### config.mk
export PLATFORM = sky130hd
export DESIGN_NAME = mem_arbiter
export DESIGN_NICKNAME = d
export VERILOG_FILES = /design/src/rtl/mem_arbiter_pkg.sv /design/src/rtl/mem_arbiter_align_chk.sv /design/src/rtl/mem_arbiter.sv
export SDC_FILE = /design/constraint.sdc
export NUM_CORES = 1
export LEC_CHECK = 0
export BUFFER_PORTS_ARGS = -buffer_cell sky130_fd_sc_hd__clkbuf_2
export CORE_MARGIN = 1
export CORE_UTILIZATION = 47
export DETAILED_ROUTE_END_ITERATION = 10
export HOLD_SLACK_MARGIN = 0.06
export PLACE_DENSITY = 0.8
export SETUP_SLACK_MARGIN = 0.05
export SLEW_MARGIN = 30
export SYNTH_ARGS = -nofsm -noshare
export SYNTH_HDL_FRONTEND = slang
export SYNTH_SLANG_ARGS = --single-unit
### constraint.sdc
create_clock -name clk -period 2.8 [get_ports clk]
set_clock_uncertainty 0.2 [all_clocks]
set_input_delay 0.28 -clock clk [delete_from_list [all_inputs] [get_ports clk]]
set_output_delay 0.28 -clock clk [all_outputs]
set_load 0.02 [all_outputs]
### src/rtl/mem_arbiter_pkg.sv
// Shared encodings for the IFU/LSU memory-port arbiter.
package mem_arbiter_pkg;

  // LSU access size encodings; 2'b11 is reserved and handled as a word.
  localparam logic [1:0] SZ_BYTE = 2'b00;
  localparam logic [1:0] SZ_HALF = 2'b01;
  localparam logic [1:0] SZ_WORD = 2'b10;

  // Latency counter width, wide enough for LATENCY up to 15.
  localparam int CNT_W = 4;

  typedef enum logic [1:0] {
    ST_IDLE   = 2'b00,
    ST_ACCESS = 2'b01,
    ST_RESP   = 2'b10
  } state_t;

  typedef enum logic {
    OWN_IFU = 1'b0,
    OWN_LSU = 1'b1
  } owner_t;

endpackage

### src/rtl/mem_arbiter_align_chk.sv
// Combinational misalignment detector. Fetches are always words; LSU
// accesses are checked against their size, reserved size counts as word.
module mem_arbiter_align_chk
  import mem_arbiter_pkg::*;
(
  input  logic [1:0] size,
  input  logic [1:0] addr_lsb,
  input  logic       is_fetch,
  output logic       err
);

  // Flag any address that does not sit on its natural boundary.
  always_comb begin
    err = 1'b0;
    if (is_fetch) begin
      err = |addr_lsb;
    end else begin
      case (size)
        SZ_BYTE: err = 1'b0;
        SZ_HALF: err = addr_lsb[0];
        default: err = |addr_lsb;
      endcase
    end
  end

endmodule

### src/rtl/mem_arbiter.sv
// Shares one memory port between the instruction fetch unit and the
// load/store unit. LSU has fixed priority, one transaction is in flight at
// a time, and the memory enable fires after LATENCY cycles in ACCESS.
module mem_arbiter
  import mem_arbiter_pkg::*;
#(
  parameter int WIDTH   = 32,
  parameter int LATENCY = 1
) (
  input  logic             clk,
  input  logic             rst_n,
  input  logic             ifu_req_valid,
  output logic             ifu_req_ready,
  input  logic [WIDTH-1:0] ifu_addr,
  output logic             ifu_rsp_valid,
  input  logic             ifu_rsp_ready,
  output logic [WIDTH-1:0] ifu_rdata,
  output logic             ifu_err,
  input  logic             lsu_req_valid,
  output logic             lsu_req_ready,
  input  logic             lsu_wen,
  input  logic [1:0]       lsu_size,
  input  logic [WIDTH-1:0] lsu_addr,
  input  logic [WIDTH-1:0] lsu_wdata,
  output logic             lsu_rsp_valid,
  input  logic             lsu_rsp_ready,
  output logic [WIDTH-1:0] lsu_rdata,
  output logic             lsu_err,
  output logic             mem_read_en,
  output logic             mem_write_en,
  output logic             mem_half_write,
  output logic             mem_byte_write,
  output logic [WIDTH-1:0] mem_address,
  output logic [WIDTH-1:0] mem_write_data,
  output logic [15:0]      mem_half_data,
  output logic [7:0]       mem_byte_data,
  input  logic [WIDTH-1:0] mem_read_data
);

  state_t           state;
  owner_t           owner;
  logic [CNT_W-1:0] cnt;
  logic             wen_q;
  logic [1:0]       size_q;
  // Held low while in reset so no requester sees a grant before the
  // arbiter is actually running.
  logic             live;

  logic             sel_lsu;
  logic             take;
  logic             req_wen;
  logic [1:0]       req_size;
  logic [WIDTH-1:0] req_addr;
  logic [WIDTH-1:0] req_wdata;
  logic             req_err;
  logic             rsp_done;

  assign lsu_req_ready = live & (state == ST_IDLE) & lsu_req_valid;
  assign ifu_req_ready = live & (state == ST_IDLE) & ifu_req_valid & ~lsu_req_valid;
  assign take          = lsu_req_ready | ifu_req_ready;

  assign ifu_rsp_valid = (state == ST_RESP) & (owner == OWN_IFU);
  assign lsu_rsp_valid = (state == ST_RESP) & (owner == OWN_LSU);
  assign rsp_done      = (owner == OWN_LSU) ? lsu_rsp_ready : ifu_rsp_ready;

  // Select the request that would win the grant this cycle.
  always_comb begin
    sel_lsu   = lsu_req_valid;
    req_wen   = sel_lsu & lsu_wen;
    req_size  = sel_lsu ? lsu_size : SZ_WORD;
    req_addr  = sel_lsu ? lsu_addr : ifu_addr;
    req_wdata = sel_lsu ? lsu_wdata : '0;
  end

  mem_arbiter_align_chk u_align_chk (
    .size     (req_size),
    .addr_lsb (req_addr[1:0]),
    .is_fetch (~sel_lsu),
    .err      (req_err)
  );

  // Arbitration FSM with registered memory-port and response outputs.
  always_ff @(posedge clk or negedge rst_n) begin
    if (!rst_n) begin
      state          <= ST_IDLE;
      owner          <= OWN_IFU;
      cnt            <= '0;
      wen_q          <= 1'b0;
      size_q         <= SZ_WORD;
      live           <= 1'b0;
      ifu_rdata      <= '0;
      ifu_err        <= 1'b0;
      lsu_rdata      <= '0;
      lsu_err        <= 1'b0;
      mem_read_en    <= 1'b0;
      mem_write_en   <= 1'b0;
      mem_half_write <= 1'b0;
      mem_byte_write <= 1'b0;
      mem_address    <= '0;
      mem_write_data <= '0;
      mem_half_data  <= '0;
      mem_byte_data  <= '0;
    end else begin
      live <= 1'b1;
      case (state)
        ST_IDLE: begin
          if (take) begin
            owner  <= sel_lsu ? OWN_LSU : OWN_IFU;
            wen_q  <= req_wen;
            size_q <= req_size;
            if (req_err) begin
              // Misaligned: answer immediately, memory is never touched.
              state <= ST_RESP;
              if (sel_lsu) begin
                lsu_rdata <= '0;
                lsu_err   <= 1'b1;
              end else begin
                ifu_rdata <= '0;
                ifu_err   <= 1'b1;
              end
            end else begin
              state          <= ST_ACCESS;
              cnt            <= CNT_W'(LATENCY - 1);
              mem_address    <= req_addr;
              mem_write_data <= req_wdata;
              mem_half_data  <= req_wdata[15:0];
              mem_byte_data  <= req_wdata[7:0];
              // With a single-cycle latency the first ACCESS cycle is
              // also the enable cycle.
              if (LATENCY == 1) begin
                mem_read_en    <= ~req_wen;
                mem_write_en   <= req_wen;
                mem_half_write <= req_wen & (req_size == SZ_HALF);
                mem_byte_write <= req_wen & (req_size == SZ_BYTE);
              end
            end
          end
        end
        ST_ACCESS: begin
          if (cnt == '0) begin
            state          <= ST_RESP;
            mem_read_en    <= 1'b0;
            mem_write_en   <= 1'b0;
            mem_half_write <= 1'b0;
            mem_byte_write <= 1'b0;
            mem_address    <= '0;
            mem_write_data <= '0;
            mem_half_data  <= '0;
            mem_byte_data  <= '0;
            if (owner == OWN_LSU) begin
              lsu_rdata <= wen_q ? '0 : mem_read_data;
              lsu_err   <= 1'b0;
            end else begin
              ifu_rdata <= mem_read_data;
              ifu_err   <= 1'b0;
            end
          end else begin
            cnt <= cnt - 1'b1;
            // Arm the enables so they are high exactly when cnt reaches 0.
            if (cnt == CNT_W'(1)) begin
              mem_read_en    <= ~wen_q;
              mem_write_en   <= wen_q;
              mem_half_write <= wen_q & (size_q == SZ_HALF);
              mem_byte_write <= wen_q & (size_q == SZ_BYTE);
            end
          end
        end
        ST_RESP: begin
          if (rsp_done) begin
            state <= ST_IDLE;
          end
        end
        default: state <= ST_IDLE;
      endcase
    end
  end

endmodule

==> results.md <==
* Dominant register cell in the synthesized netlist: sky130_fd_sc_hd__dfrtp_1
* Detail-routed net length per standard cell at 18.77 µm
* Mapped Nets at 650
* Slowest Stage Delay on Critical Path at 550 ps
* Number of sinks driven by the clock tree at 145
* Port Buf Inserts at approximately 300
* Number of cell rows at 42
* Pin count of the biggest net entering global routing at between 70 and 80
* Count of unresolved DRC violations after routing at 0
* Required @ worst endpoint at between 2000 and 3000 ps
* Height of the chip at 119.3 µm
* Commonest non-fill, non-tap cells in the layout: sky130_fd_sc_hd__clkbuf_2, sky130_fd_sc_hd__dfrtp_1, sky130_fd_sc_hd__dlygate4sd3_1, sky130_fd_sc_hd__a22o_1, sky130_fd_sc_hd__nor2_1
* Final min period at 2551 ps
* Half-perimeter wire length of the detailed placement result at 12.51 mm
* Worst voltage drop across the vdd grid at approximately 580 µV
* Global-route total usage across every layer at about 29%
* Endpoint arrival time on the critical path at around 2600 ps
* Mean post-synth cell area at 12.68 µm²
* R2R Setup Slk at a little under 300 ps
* Number of top-level pins at 299
* Number of flops mapped to enable cells by yosys at 0
* Worst setup path class: in2reg
* Proportion of layout cells with a drive suffix above 1 at ~44%
* Crit. Startpoint: lsu_size[0]
* Total count of hold-check failures in the final report at 0
* Seq/Total Area, Yosys at 56.14%
* Final core utilization at 71.73%
* Ratio of total power to cell area at 1072 nW/µm²
* Insertion delay of the later-clocked pin in the worst-skew pair at 400 ps
* Number of nets at the end of the flow at around 1,000
* Unrepaired setup endpoints after global routing: false
* Die outline width at 119.3 µm
* Count of vias placed by the detailed router at between 5,000 and 6,000
* Clock tree from TritonCTS: yes
* Most common library cell in the layout ignoring fill and taps: sky130_fd_sc_hd__clkbuf_2
* Via count of the first global-routing pass at just over 6,000
* CTS Buffer Depth at 2
* YS warnings at 0
* Final wirelength at 20.09 mm
* Transition at the pin with the smallest max-transition slack at around 780 ps
* Clock Pin Slew Worst Setup and Hold Paths at 60 ps
* Instance count after placement with tap cells included at approximately 930
* Slew Limit Fails at 0
* Total of flip-flops plus latches after synthesis at between 100 and 150
* Number of antenna-violating nets in the routed design at 0
* Number of optimization iterations in the first detailed-route pass at 4
* Share of the clock period used by the worst path after layout at 91.09%
* Post-layout worst setup margin at 249.4 ps
* Cell at the root of the clock tree: sky130_fd_sc_hd__clkbuf_16
* Setup total negative slack at 0 ps
* Cell-by-cell trace of the critical path: dlygate4sd3_1, clkbuf_2, a21oi_1, o31ai_1, a211oi_4, buf_12, mux2_2
* Number of antenna repair diodes at 0
* Non-filler cells in the finished layout at about 1,100
* Count of cell types in the netlist at 44
* Synthesis-to-finish area growth at 48.09%
* Post-synthesis cell count at 510
* Cell at the slowest stage of the critical path: sky130_fd_sc_hd__dlygate4sd3_1
* Count of buffering cells on the critical path with inverters included at 3
* Achievable Freq at 392.1 MHz
* Antenna violations before repair at 0
* Clock H-tree levels at 4
* Placer Congestion at 0.8868
* Vias/cell at between 5 and 6
* Startpoint kind of the worst setup timing path: input port
* Result of the run: complete, no violations
* Power after layout at between 0.01 and 0.015 W
* Placeable core region at 13,350 µm²
* Netlist area before placement at 6465 µm²
* Max transition margin at between 40 and 50%
* DRT iter0 DRCs at 405
* Reg-to-Reg Start: cnt[0]
* Number of maximum-capacitance violations at 0
* Worst slack at placement at 360.7 ps
* WP depth at 7
* Total clock buffers created by CTS at 17
* Initial standard-cell utilization of the core at 48.43%
* Final Setup Violations at 0
* Destination of the worst register-to-register timing path: mem_address[5]
* Family of cells with the greatest summed delay on the critical path: buffers and inverters
* Static Leak at 5.132 nW
* Largest driver fanout on the critical path at 64
* First-pass GRT wire length at 31.72 mm
* Die footprint at 14,230 µm²
* Total grt overflow at 0
* Path class of the lowest-slack min-delay path: in2reg
* Capturing instance or port of the critical path: mem_address[5]
* Type of element capturing the critical path: register
* Length in cells of the worst reg-to-reg path at 7
* Async SR Flop Fraction at 100.0%
[synth_stat cells, types with 2 or more instances]
cell | count | area (µm²)
sky130_fd_sc_hd__nand2_1 | 5 | 18.77
sky130_fd_sc_hd__xor2_1 | 2 | 17.52
sky130_fd_sc_hd__a21o_1 | 3 | 22.52
sky130_fd_sc_hd__o22ai_1 | 3 | 18.77
sky130_fd_sc_hd__a31oi_1 | 2 | 12.51
sky130_fd_sc_hd__mux2_2 | 41 | 461.7
sky130_fd_sc_hd__mux2i_1 | 33 | 330.3
sky130_fd_sc_hd__buf_6 | 6 | 67.56
sky130_fd_sc_hd__nor3_1 | 6 | 30.03
sky130_fd_sc_hd__ha_1 | 3 | 37.54
sky130_fd_sc_hd__buf_4 | 24 | 180.2
sky130_fd_sc_hd__inv_1 | 6 | 22.52
sky130_fd_sc_hd__clkbuf_1 | 20 | 75.07
sky130_fd_sc_hd__nor2_1 | 45 | 168.9
sky130_fd_sc_hd__dfrtp_1 | 144 | 3603
sky130_fd_sc_hd__mux2_1 | 28 | 315.3
sky130_fd_sc_hd__a22o_1 | 66 | 578.1
sky130_fd_sc_hd__o21ai_0 | 3 | 15.01
sky130_fd_sc_hd__and3_1 | 33 | 206.5
sky130_fd_sc_hd__nand3_1 | 3 | 15.01
sky130_fd_sc_hd__buf_2 | 11 | 55.05
[tightest hold or removal path: stages]
cell and delay, ps:
sky130_fd_sc_hd__clkbuf_2 90, sky130_fd_sc_hd__mux2i_1 70, sky130_fd_sc_hd__nor2_1 80, sky130_fd_sc_hd__mux2_1 130
[stage by stage]
| stage | area [µm²] | hold slack, ps |
|---|---|---|
| 2_1_floorplan | 6465 | -215.6 |
| 3_3_place_gp | 7948 | 126.5 |
| 3_5_place_dp | 7948 | 147.0 |
| 4_1_cts | 9574 | 60.20 |
| 5_1_grt | 9574 | 63.38 |
| 6_report | 9574 | 72.50 |
[logic make-up (layout without fill, tap and decap cells)]
kind of cell	after synthesis	count (layout)	synth area share (%)
DFF	145	145	56.14
AOI/OAI and AO/OA	88	88	11.59
buffers and inverters	67	451	6.193
other	1	1	0.05801
xor gates and xnor gates	2	2	0.2710
muxes	102	102	17.13
and+or+nand+nor	102	102	8.032
adders and majority gates	3	3	0.5807
[repair_timing]
item,in CTS,in global routing
hold endpoints to repair,184,0
buffers inserted,0,0
hold buffers,104,0
resized for setup,0,0
[final cells by class]
cell class                 instances  area [µm²]
clock inverter                    14       156.4
clock buffer                      18       429.2
multi-input combinational        298        2457
fill                             850        3774
sequential                       145        3630
inverter                           6       22.52
timing repair buffer             413        2659
tap                              176       220.2
[state kept, by name, indices dropped and copies added, names as in the netlist]
| name | cells |
|---|---|
| wen_q | 1 |
| cnt | 4 |
| state | 2 |
| ifu_rdata | 32 |
| mem_half_write | 1 |
| mem_write_en | 1 |
| mem_read_en | 1 |
| mem_write_data | 32 |
| size_q | 2 |
| lsu_rdata | 32 |
| mem_byte_write | 1 |
| owner | 1 |
| lsu_err | 1 |
| ifu_err | 1 |
| mem_address | 32 |
| live | 1 |
[report_power, final]
part | leakage (nW) | switching (W) | internal (W)
logic | 2.99 | 0.00268 | 0.00183
clock network | 0.279 | 0.000901 | 0.00133
registers | 1.87 | 0.000594 | 0.00293
total | 5.13 | 0.00418 | 0.00609
[routing by layer]
layer / global-route usage (%) / vias up / wire (µm)
met2: 48.44 / 355 / 10070
met5: 0 / - / 0
met4: 15.27 / 0 / 744
li1: - / 2559 / -
met3: 6.705 / 46 / 1539
met1: 34.01 / 2811 / 7734
[worst min-delay path by stage]
stage | start | to | slack, ps | depth (start not counted)
after floorplan | rst_n | cnt[0] | -220 | 0
final | lsu_addr[9] | mem_address[9] | 70 | 4
after CTS | lsu_wdata[8] | mem_write_data[8] | 60 | 3
after global placement | rst_n | ifu_rdata[20] | 130 | 1
after global routing | lsu_wdata[4] | mem_write_data[4] | 60 | 3
after detailed placement | rst_n | lsu_rdata[10] | 150 | 1
Power figures use the tool's default switching activity.
